### src/rtl/trace_feeder_if.sv
// trace_feeder_if: bundles the upstream trace channel and the downstream
// cache-request channel of the trace feeder.
//
// Handshake rule for both channels: a transfer happens on a rising clk edge
// where valid=1 and ready=1 are both high. A source that raises valid keeps
// valid and its payload stable until the transfer happens. The feeder's
// trace_ready does not depend on req_ready.
//
// Signals
//   trace_valid/trace_ready/trace_op/trace_addr : upstream trace records
//   req_valid/req_ready/req_op/req_addr         : downstream requests
//   req_tag/req_index/req_repeat                : decoded request fields
//
// Modports
//   master : the environment (trace source and cache stage)
//   slave  : the trace feeder
interface trace_feeder_if;
  logic        trace_valid;
  logic        trace_ready;
  logic        trace_op;
  logic [47:0] trace_addr;
  logic        req_valid;
  logic        req_ready;
  logic        req_op;
  logic [47:0] req_addr;
  logic [41:0] req_tag;
  logic [5:0]  req_index;
  logic        req_repeat;

  modport master (
    output trace_valid, trace_op, trace_addr, req_ready,
    input  trace_ready, req_valid, req_op, req_addr, req_tag, req_index,
           req_repeat
  );

  modport slave (
    input  trace_valid, trace_op, trace_addr, req_ready,
    output trace_ready, req_valid, req_op, req_addr, req_tag, req_index,
           req_repeat
  );
endinterface

### src/rtl/trace_feeder.sv
// trace_feeder: buffers memory-trace records in a circular FIFO and presents
// them one at a time to a cache stage through a single output register that
// also carries the decoded tag, set index and a repeat-address flag.
//
// Ports
//   clk        : clock, all state changes on the rising edge
//   reset      : synchronous, active-low
//   flush      : synchronous clear of FIFO, output register and last_addr
//   bus        : trace_feeder_if.slave (trace and request channels)
//   fifo_count : occupied FIFO entries (0..DEPTH), output register excluded
//   num_reads  : handed-off reads, saturating at 4095
//   num_writes : handed-off writes, saturating at 4095
//   dbg_state  : buffering FSM state (EMPTY=0, HOLD=1, STREAM=2)
module trace_feeder #(
  parameter int DEPTH     = 8,
  parameter int BLOCKSIZE = 64,
  parameter int NUMSETS   = 64
) (
  input  logic            clk,
  input  logic            reset,
  input  logic            flush,
  trace_feeder_if.slave   bus,
  output logic [3:0]      fifo_count,
  output logic [11:0]     num_reads,
  output logic [11:0]     num_writes,
  output logic [1:0]      dbg_state
);

  // EMPTY : output register invalid. A freshly pushed record may sit in the
  //         FIFO for one cycle here before it is loaded.
  // HOLD  : output register valid, FIFO empty.
  // STREAM: output register valid, FIFO non-empty.
  typedef enum logic [1:0] {
    EMPTY  = 2'd0,
    HOLD   = 2'd1,
    STREAM = 2'd2
  } state_t;

  localparam int          PW      = $clog2(DEPTH);
  localparam int          BOFF    = $clog2(BLOCKSIZE);
  localparam int          ISZ     = $clog2(NUMSETS);
  localparam logic [3:0]  DEPTH_C = 4'(DEPTH);
  localparam logic [41:0] IMASK   = 42'((64'd1 << ISZ) - 64'd1);
  localparam logic [11:0] CNT_MAX = 12'hFFF;

  // FIFO storage: {op, addr}
  logic [48:0]   mem [DEPTH];
  logic [PW-1:0] wr_ptr;
  logic [PW-1:0] rd_ptr;
  logic [3:0]    count;
  logic [3:0]    count_nx;

  state_t        state;
  state_t        state_nx;

  // Output register
  logic          r_op;
  logic [47:0]   r_addr;
  logic [41:0]   r_tag;
  logic [5:0]    r_index;
  logic          r_repeat;

  logic [47:0]   last_addr;

  logic          active;
  logic          out_valid;
  logic          push;
  logic          handoff;
  logic          load;
  logic          valid_nx;
  logic          head_op;
  logic [47:0]   head_addr;
  logic [41:0]   tag_nx;
  logic [5:0]    index_nx;
  logic          repeat_nx;

  // Reset and flush both suppress every transfer on their edge.
  assign active          = reset && !flush;
  assign out_valid       = (state != EMPTY);
  assign bus.trace_ready = active && (count < DEPTH_C);
  assign push            = bus.trace_valid && bus.trace_ready;
  assign handoff         = active && out_valid && bus.req_ready;
  assign load            = active && (count != 4'd0) && (!out_valid || handoff);

  assign head_op   = mem[rd_ptr][48];
  assign head_addr = mem[rd_ptr][47:0];
  assign tag_nx    = 42'(head_addr >> BOFF);
  assign index_nx  = 6'(tag_nx & IMASK);
  // The address being handed off this edge becomes last_addr on the same
  // edge, so compare against it directly instead of the stale last_addr.
  assign repeat_nx = (head_addr == (handoff ? r_addr : last_addr));

  assign count_nx  = count + 4'(push) - 4'(load);
  assign valid_nx  = load || (out_valid && !handoff);

  always_comb begin
    state_nx = state;
    if (!active) begin
      state_nx = EMPTY;
    end else begin
      case (state)
        EMPTY, HOLD, STREAM: begin
          if (!valid_nx)              state_nx = EMPTY;
          else if (count_nx == 4'd0)  state_nx = HOLD;
          else                        state_nx = STREAM;
        end
        default: state_nx = EMPTY;
      endcase
    end
  end

  always_ff @(posedge clk) begin
    if (!reset) state <= EMPTY;
    else        state <= state_nx;
  end

  // Storage needs no reset: entries are only read once counted valid.
  always_ff @(posedge clk) begin
    if (push) mem[wr_ptr] <= {bus.trace_op, bus.trace_addr};
  end

  always_ff @(posedge clk) begin
    if (!reset) begin
      wr_ptr     <= '0;
      rd_ptr     <= '0;
      count      <= 4'd0;
      last_addr  <= 48'd0;
      num_reads  <= 12'd0;
      num_writes <= 12'd0;
      r_op       <= 1'b0;
      r_addr     <= 48'd0;
      r_tag      <= 42'd0;
      r_index    <= 6'd0;
      r_repeat   <= 1'b0;
    end else if (flush) begin
      wr_ptr     <= '0;
      rd_ptr     <= '0;
      count      <= 4'd0;
      last_addr  <= 48'd0;
      r_repeat   <= 1'b0;
    end else begin
      if (push) wr_ptr <= wr_ptr + PW'(1);
      if (load) begin
        rd_ptr   <= rd_ptr + PW'(1);
        r_op     <= head_op;
        r_addr   <= head_addr;
        r_tag    <= tag_nx;
        r_index  <= index_nx;
        r_repeat <= repeat_nx;
      end
      count <= count_nx;
      if (handoff) begin
        last_addr <= r_addr;
        if (r_op) begin
          if (num_writes != CNT_MAX) num_writes <= num_writes + 12'd1;
        end else begin
          if (num_reads != CNT_MAX) num_reads <= num_reads + 12'd1;
        end
      end
    end
  end

  assign bus.req_valid  = out_valid;
  assign bus.req_op     = r_op;
  assign bus.req_addr   = r_addr;
  assign bus.req_tag    = r_tag;
  assign bus.req_index  = r_index;
  assign bus.req_repeat = r_repeat;
  assign fifo_count     = count;
  assign dbg_state      = state;

endmodule
### src/flat_wrapper.sv
// flat-port wrapper written by rule: the top's interface ports become plain ports
module trace_feeder_flat 
#(
  parameter int DEPTH     = 8,
  parameter int BLOCKSIZE = 64,
  parameter int NUMSETS   = 64
)
  (clk, reset, flush, fifo_count, num_reads, num_writes, dbg_state, bus_trace_valid, bus_trace_op, bus_trace_addr, bus_req_ready, bus_trace_ready, bus_req_valid, bus_req_op, bus_req_addr, bus_req_tag, bus_req_index, bus_req_repeat);
  trace_feeder_if bus_i ();
  input  logic clk;
  input  logic reset;
  input  logic flush;
  output logic [3:0] fifo_count;
  output logic [11:0] num_reads;
  output logic [11:0] num_writes;
  output logic [1:0] dbg_state;
  input wire logic [$bits(bus_i.trace_valid)-1:0] bus_trace_valid;
  input wire logic [$bits(bus_i.trace_op)-1:0] bus_trace_op;
  input wire logic [$bits(bus_i.trace_addr)-1:0] bus_trace_addr;
  input wire logic [$bits(bus_i.req_ready)-1:0] bus_req_ready;
  output wire logic [$bits(bus_i.trace_ready)-1:0] bus_trace_ready;
  output wire logic [$bits(bus_i.req_valid)-1:0] bus_req_valid;
  output wire logic [$bits(bus_i.req_op)-1:0] bus_req_op;
  output wire logic [$bits(bus_i.req_addr)-1:0] bus_req_addr;
  output wire logic [$bits(bus_i.req_tag)-1:0] bus_req_tag;
  output wire logic [$bits(bus_i.req_index)-1:0] bus_req_index;
  output wire logic [$bits(bus_i.req_repeat)-1:0] bus_req_repeat;
  assign bus_i.trace_valid = bus_trace_valid;
  assign bus_i.trace_op = bus_trace_op;
  assign bus_i.trace_addr = bus_trace_addr;
  assign bus_i.req_ready = bus_req_ready;
  assign bus_trace_ready = bus_i.trace_ready;
  assign bus_req_valid = bus_i.req_valid;
  assign bus_req_op = bus_i.req_op;
  assign bus_req_addr = bus_i.req_addr;
  assign bus_req_tag = bus_i.req_tag;
  assign bus_req_index = bus_i.req_index;
  assign bus_req_repeat = bus_i.req_repeat;
  trace_feeder #(.DEPTH(DEPTH), .BLOCKSIZE(BLOCKSIZE), .NUMSETS(NUMSETS)) u_core (.clk(clk), .reset(reset), .flush(flush), .bus(bus_i), .fifo_count(fifo_count), .num_reads(num_reads), .num_writes(num_writes), .dbg_state(dbg_state));
endmodule
### config.mk
export PLATFORM = sky130hd
export DESIGN_NAME = trace_feeder_flat
export DESIGN_NICKNAME = d
export VERILOG_FILES = /design/src/rtl/trace_feeder_if.sv /design/src/rtl/trace_feeder.sv /design/src/flat_wrapper.sv
export SDC_FILE = /design/constraint.sdc
export NUM_CORES = 1
export LEC_CHECK = 0
export BUFFER_PORTS_ARGS = -buffer_cell sky130_fd_sc_hd__buf_4
export CAP_MARGIN = 10
export CORE_MARGIN = 2
export CORE_UTILIZATION = 50
export CTS_CLUSTER_DIAMETER = 30
export DETAILED_ROUTE_END_ITERATION = 8
export PLACE_DENSITY = 0.69
export RECOVER_POWER = 25
export SKIP_CTS_REPAIR_TIMING = 1
export SLEW_MARGIN = 20
export SYNTH_ARGS = -nofsm -noshare
export SYNTH_HDL_FRONTEND = slang
export SYNTH_SLANG_ARGS = --single-unit
### constraint.sdc
create_clock -name clk -period 7.9 [get_ports clk]
set_input_delay 0.79 -clock clk [delete_from_list [all_inputs] [get_ports clk]]
set_output_delay 0.79 -clock clk [all_outputs]
set_load 0.005 [all_outputs]
==> run_results.csv <==
group,metric,value,unit
synth,yosys_warnings,0,
synth,synthTopCellsByArea,"edfxtp_1, dfxtp_1, mux2i_1",
synth,synth.distinct_cells,49,
clocking,numCtsBuffers,102,
clocking,clock-sinks,529,
setup_path,crit_arrival,4.40,ns
hold_path,min_path_type,"in2reg",
timing,finalHoldViolCount,0,
setup_path,endpoint_kind,"flip-flop",
timing,setup_slack,4.01,ns
die,core,0.0419,mm^2
setup_path,critPathLaunchType,"input port",
global_routing,grt_pass1_vias,12091,
timing,worst_slew_pin_slew,1.02,ns
cells_and_area,final_cell_mix,"edfxtp_1, mux2i_1, buf_4",
timing,fin_setup_tns,0,ns
die,die_h,210,um
clocking,clock-root-buffer,"clkbuf_16",
synth,yosysTopAreaCell,"edfxtp_1",
setup_path,crit_path_frequent_cell,"buf_4",
global_routing,grt_max_degree,99,
drt,drtAntennaViolNets,0,
cells_and_area,drive_gt1_frac,0.227,
global_routing,grt_first_pass_wirelength,72.6,mm
placed_design,place_congestion,0.814,
setup_path,path_cells,"buf_4, nand2b_2, buf_4, nor3b_2, buf_12, nor3b_1, nand4_1, nor2_1, nand3_1, xnor2_1, and2_1",
setup_path,cp_slowest_cell,"nor3b_2",
synth,synthCells,1394,
cells_and_area,finalNetCount,1643,
cells_and_area,fin_area,0.0260,mm^2
timing,slew_headroom,0.318,
global_routing,overflow,0,
timing,rsz0062_at_grt,"false",
setup_path,reg2reg_to,"u_core.bus.req_repeat",
drt,drt-initial-drc-count,931,
synth,synth_area_per_cell,15.2,um^2
placed_design,placed_area,0.0226,mm^2
synth,syn_nets,1458,
setup_path,path_class,"in2reg",
setup_path,rrSetupSlack,4.39,ns
outcome,outcome,"finished clean",
cells_and_area,antennaDiodeCount,0,
run,max_cap_violations,0,
timing,post-route-period-util,0.493,
clocking,clk_pin_slew,0.05,ns
global_routing,antenna_found_initial,0,
synth,synth_edf_count,392,
drt,vias,12241,
power,p_total,7.51,mW
die,die-area,0.0440,mm^2
global_routing,track_usage,0.221,
setup_path,path_max_fanout,75,
setup_path,worstSetupPathDepth,11,
power,ir_drop,0.000160,V
die,num_io_pins,184,
clocking,cts_tree,"done",
setup_path,cpLargestDelayFamily,"simple AND/OR/NAND/NOR gates",
drt,avgViaCountPerCell,5.56,
timing,setup_violations,0,
drt,drc,0,
timing,max_freq,257,MHz
synth,syn_area,0.0212,mm^2
power,power.density,289,mW/mm^2
drt,finalWirelength,48.6,mm
setup_path,cp.buffers_inverters,3,
cells_and_area,fillCellCount,3036,
timing,finalCriticalPeriod,3.89,ns
timing,worst_clock_skew,0.0171,ns
cells_and_area,area_delta_synth_final,22.8,%
clocking,h-tree-depth,3,
synth,synth-main-ff-cell,"edfxtp_1",
setup_path,crit_path_max_incr_delay,0.90,ns
synth,ys_async_sr_fraction,0,
synth,ys_seq_elements,529,
cells_and_area,utilization,0.621,
synth,synth.top_cell.area_share,0.556,
placed_design,dp_slack,3.40,ns
die,start_util,0.506,
setup_path,reg2reg_depth,9,
die,die_w,210,um
power,leakage,8.79,nW
placed_design,portBuffers,183,
setup_path,crit_start,"reset",
clocking,cts_buffer_depth,3,
synth,yosysSeqAreaShare,0.686,
drt,wl_per_cell,22.1,um
die,rows,75,
clocking,clk_latency,0.61,ns
drt,dr.pass1.iters,6,
timing,drv_slew,0,
setup_path,endpoint,"u_core.num_reads[9]",
placed_design,hpwl,28.0,mm
setup_path,required,8.40,ns
cells_and_area,final_common_cell,"edfxtp_1",
## report_power, final
group          switching [mW]  internal, mW  leakage, nW
clock                    1.39          2.95         1.69
sequential             0.0145          3.01         4.64
combinational          0.0960        0.0581         2.46
total                    1.50          6.01         8.79
## through the flow
step,cells,hold WS [ns]
finish,2202,0.429
CTS,2202,0.385
global placement,2014,0.458
floorplan,1394,0.454
detailed placement,2014,0.486
global route,2202,0.420
## logic make-up after synthesis
group	count (synthesis)	share of synthesized area
AND/OR/NAND/NOR	277	0.0593
AO/OA/AOI/OAI	154	0.0588
XOR/XNOR	71	0.0294
flip-flops	529	0.686
buffers and inverters	133	0.0419
adder cells (fa/ha/maj)	10	0.00627
multiplexers	220	0.118
## metal layers
metal | part of all wire | wire length, um | track usage
met3 | 0.060 | 2900 | 0.0422
met1 | 0.44 | 21200 | 0.300
met5 | 0 | 0 | 0
met2 | 0.49 | 23600 | 0.359
met4 | 0.019 | 944 | 0.0751
## state kept, by name, indices dropped and copies added (netlist names), named ones only
register / cells
u_core.bus.req_index: 5
u_core.dbg_state: 2
u_core.mem: 392
u_core.bus.req_op: 1
u_core.bus.req_repeat: 1
u_core.num_reads: 12
u_core.wr_ptr: 3
u_core.num_writes: 12
u_core.bus.req_addr: 6
u_core.fifo_count: 4
u_core.rd_ptr: 3
u_core.bus.req_tag: 37
u_core.last_addr: 48
## layout make-up
cell class / instances / area [um^2] / share of cell area
multi-input cells: 732 / 5830 / 0.224
repair buffers: 204 / 1410 / 0.0541
inverters: 10 / 37.5 / 0.00144
clock inverters: 64 / 774 / 0.0298
well taps: 539 / 674 / 0.0260
flip-flops and latches: 529 / 14500 / 0.559
clock buffers: 124 / 2740 / 0.105
## Yosys cell counts (13+ instances only)
cell	count
edfxtp_1	392
mux2i_1	196
dfxtp_1	137
nand2_1	107
nor2_1	80
buf_4	58
a21boi_0	41
xor2_1	41
clkbuf_1	30
xnor2_1	30
a22o_1	28
a221oi_1	27
mux4_2	23
and2_1	21
nand4_1	19
a21oi_1	13
buf_6	13
## worst register-to-register path: stages, from the launching register on
cell	delay [ns]
dfxtp_2	0.58
buf_4	0.72
nand2b_1	0.38
a211oi_1	0.10
a311oi_1	0.62
xor2_1	0.21
nand4_1	0.22
nor4_1	0.40
nand2_1	0.11
o21ai_2	0.11
## how the worst min path moves through the flow
| stage | from | end | slack, ns | depth (start not counted) |
|---|---|---|---|---|
| after floorplan | u_core.rd_ptr[1] | flip-flop | 0.45 | 2 |
| after global placement | u_core.rd_ptr[1] | flip-flop | 0.46 | 2 |
| after detailed placement | u_core.rd_ptr[1] | flip-flop | 0.49 | 2 |
| after CTS | bus_trace_addr[3] | u_core.mem[4][3] | 0.38 | 1 |
| after global routing | bus_trace_addr[43] | u_core.mem[1][43] | 0.42 | 1 |
| final | bus_trace_addr[22] | u_core.mem[2][22] | 0.43 | 1 |
Power figures use the tool's default switching activity.
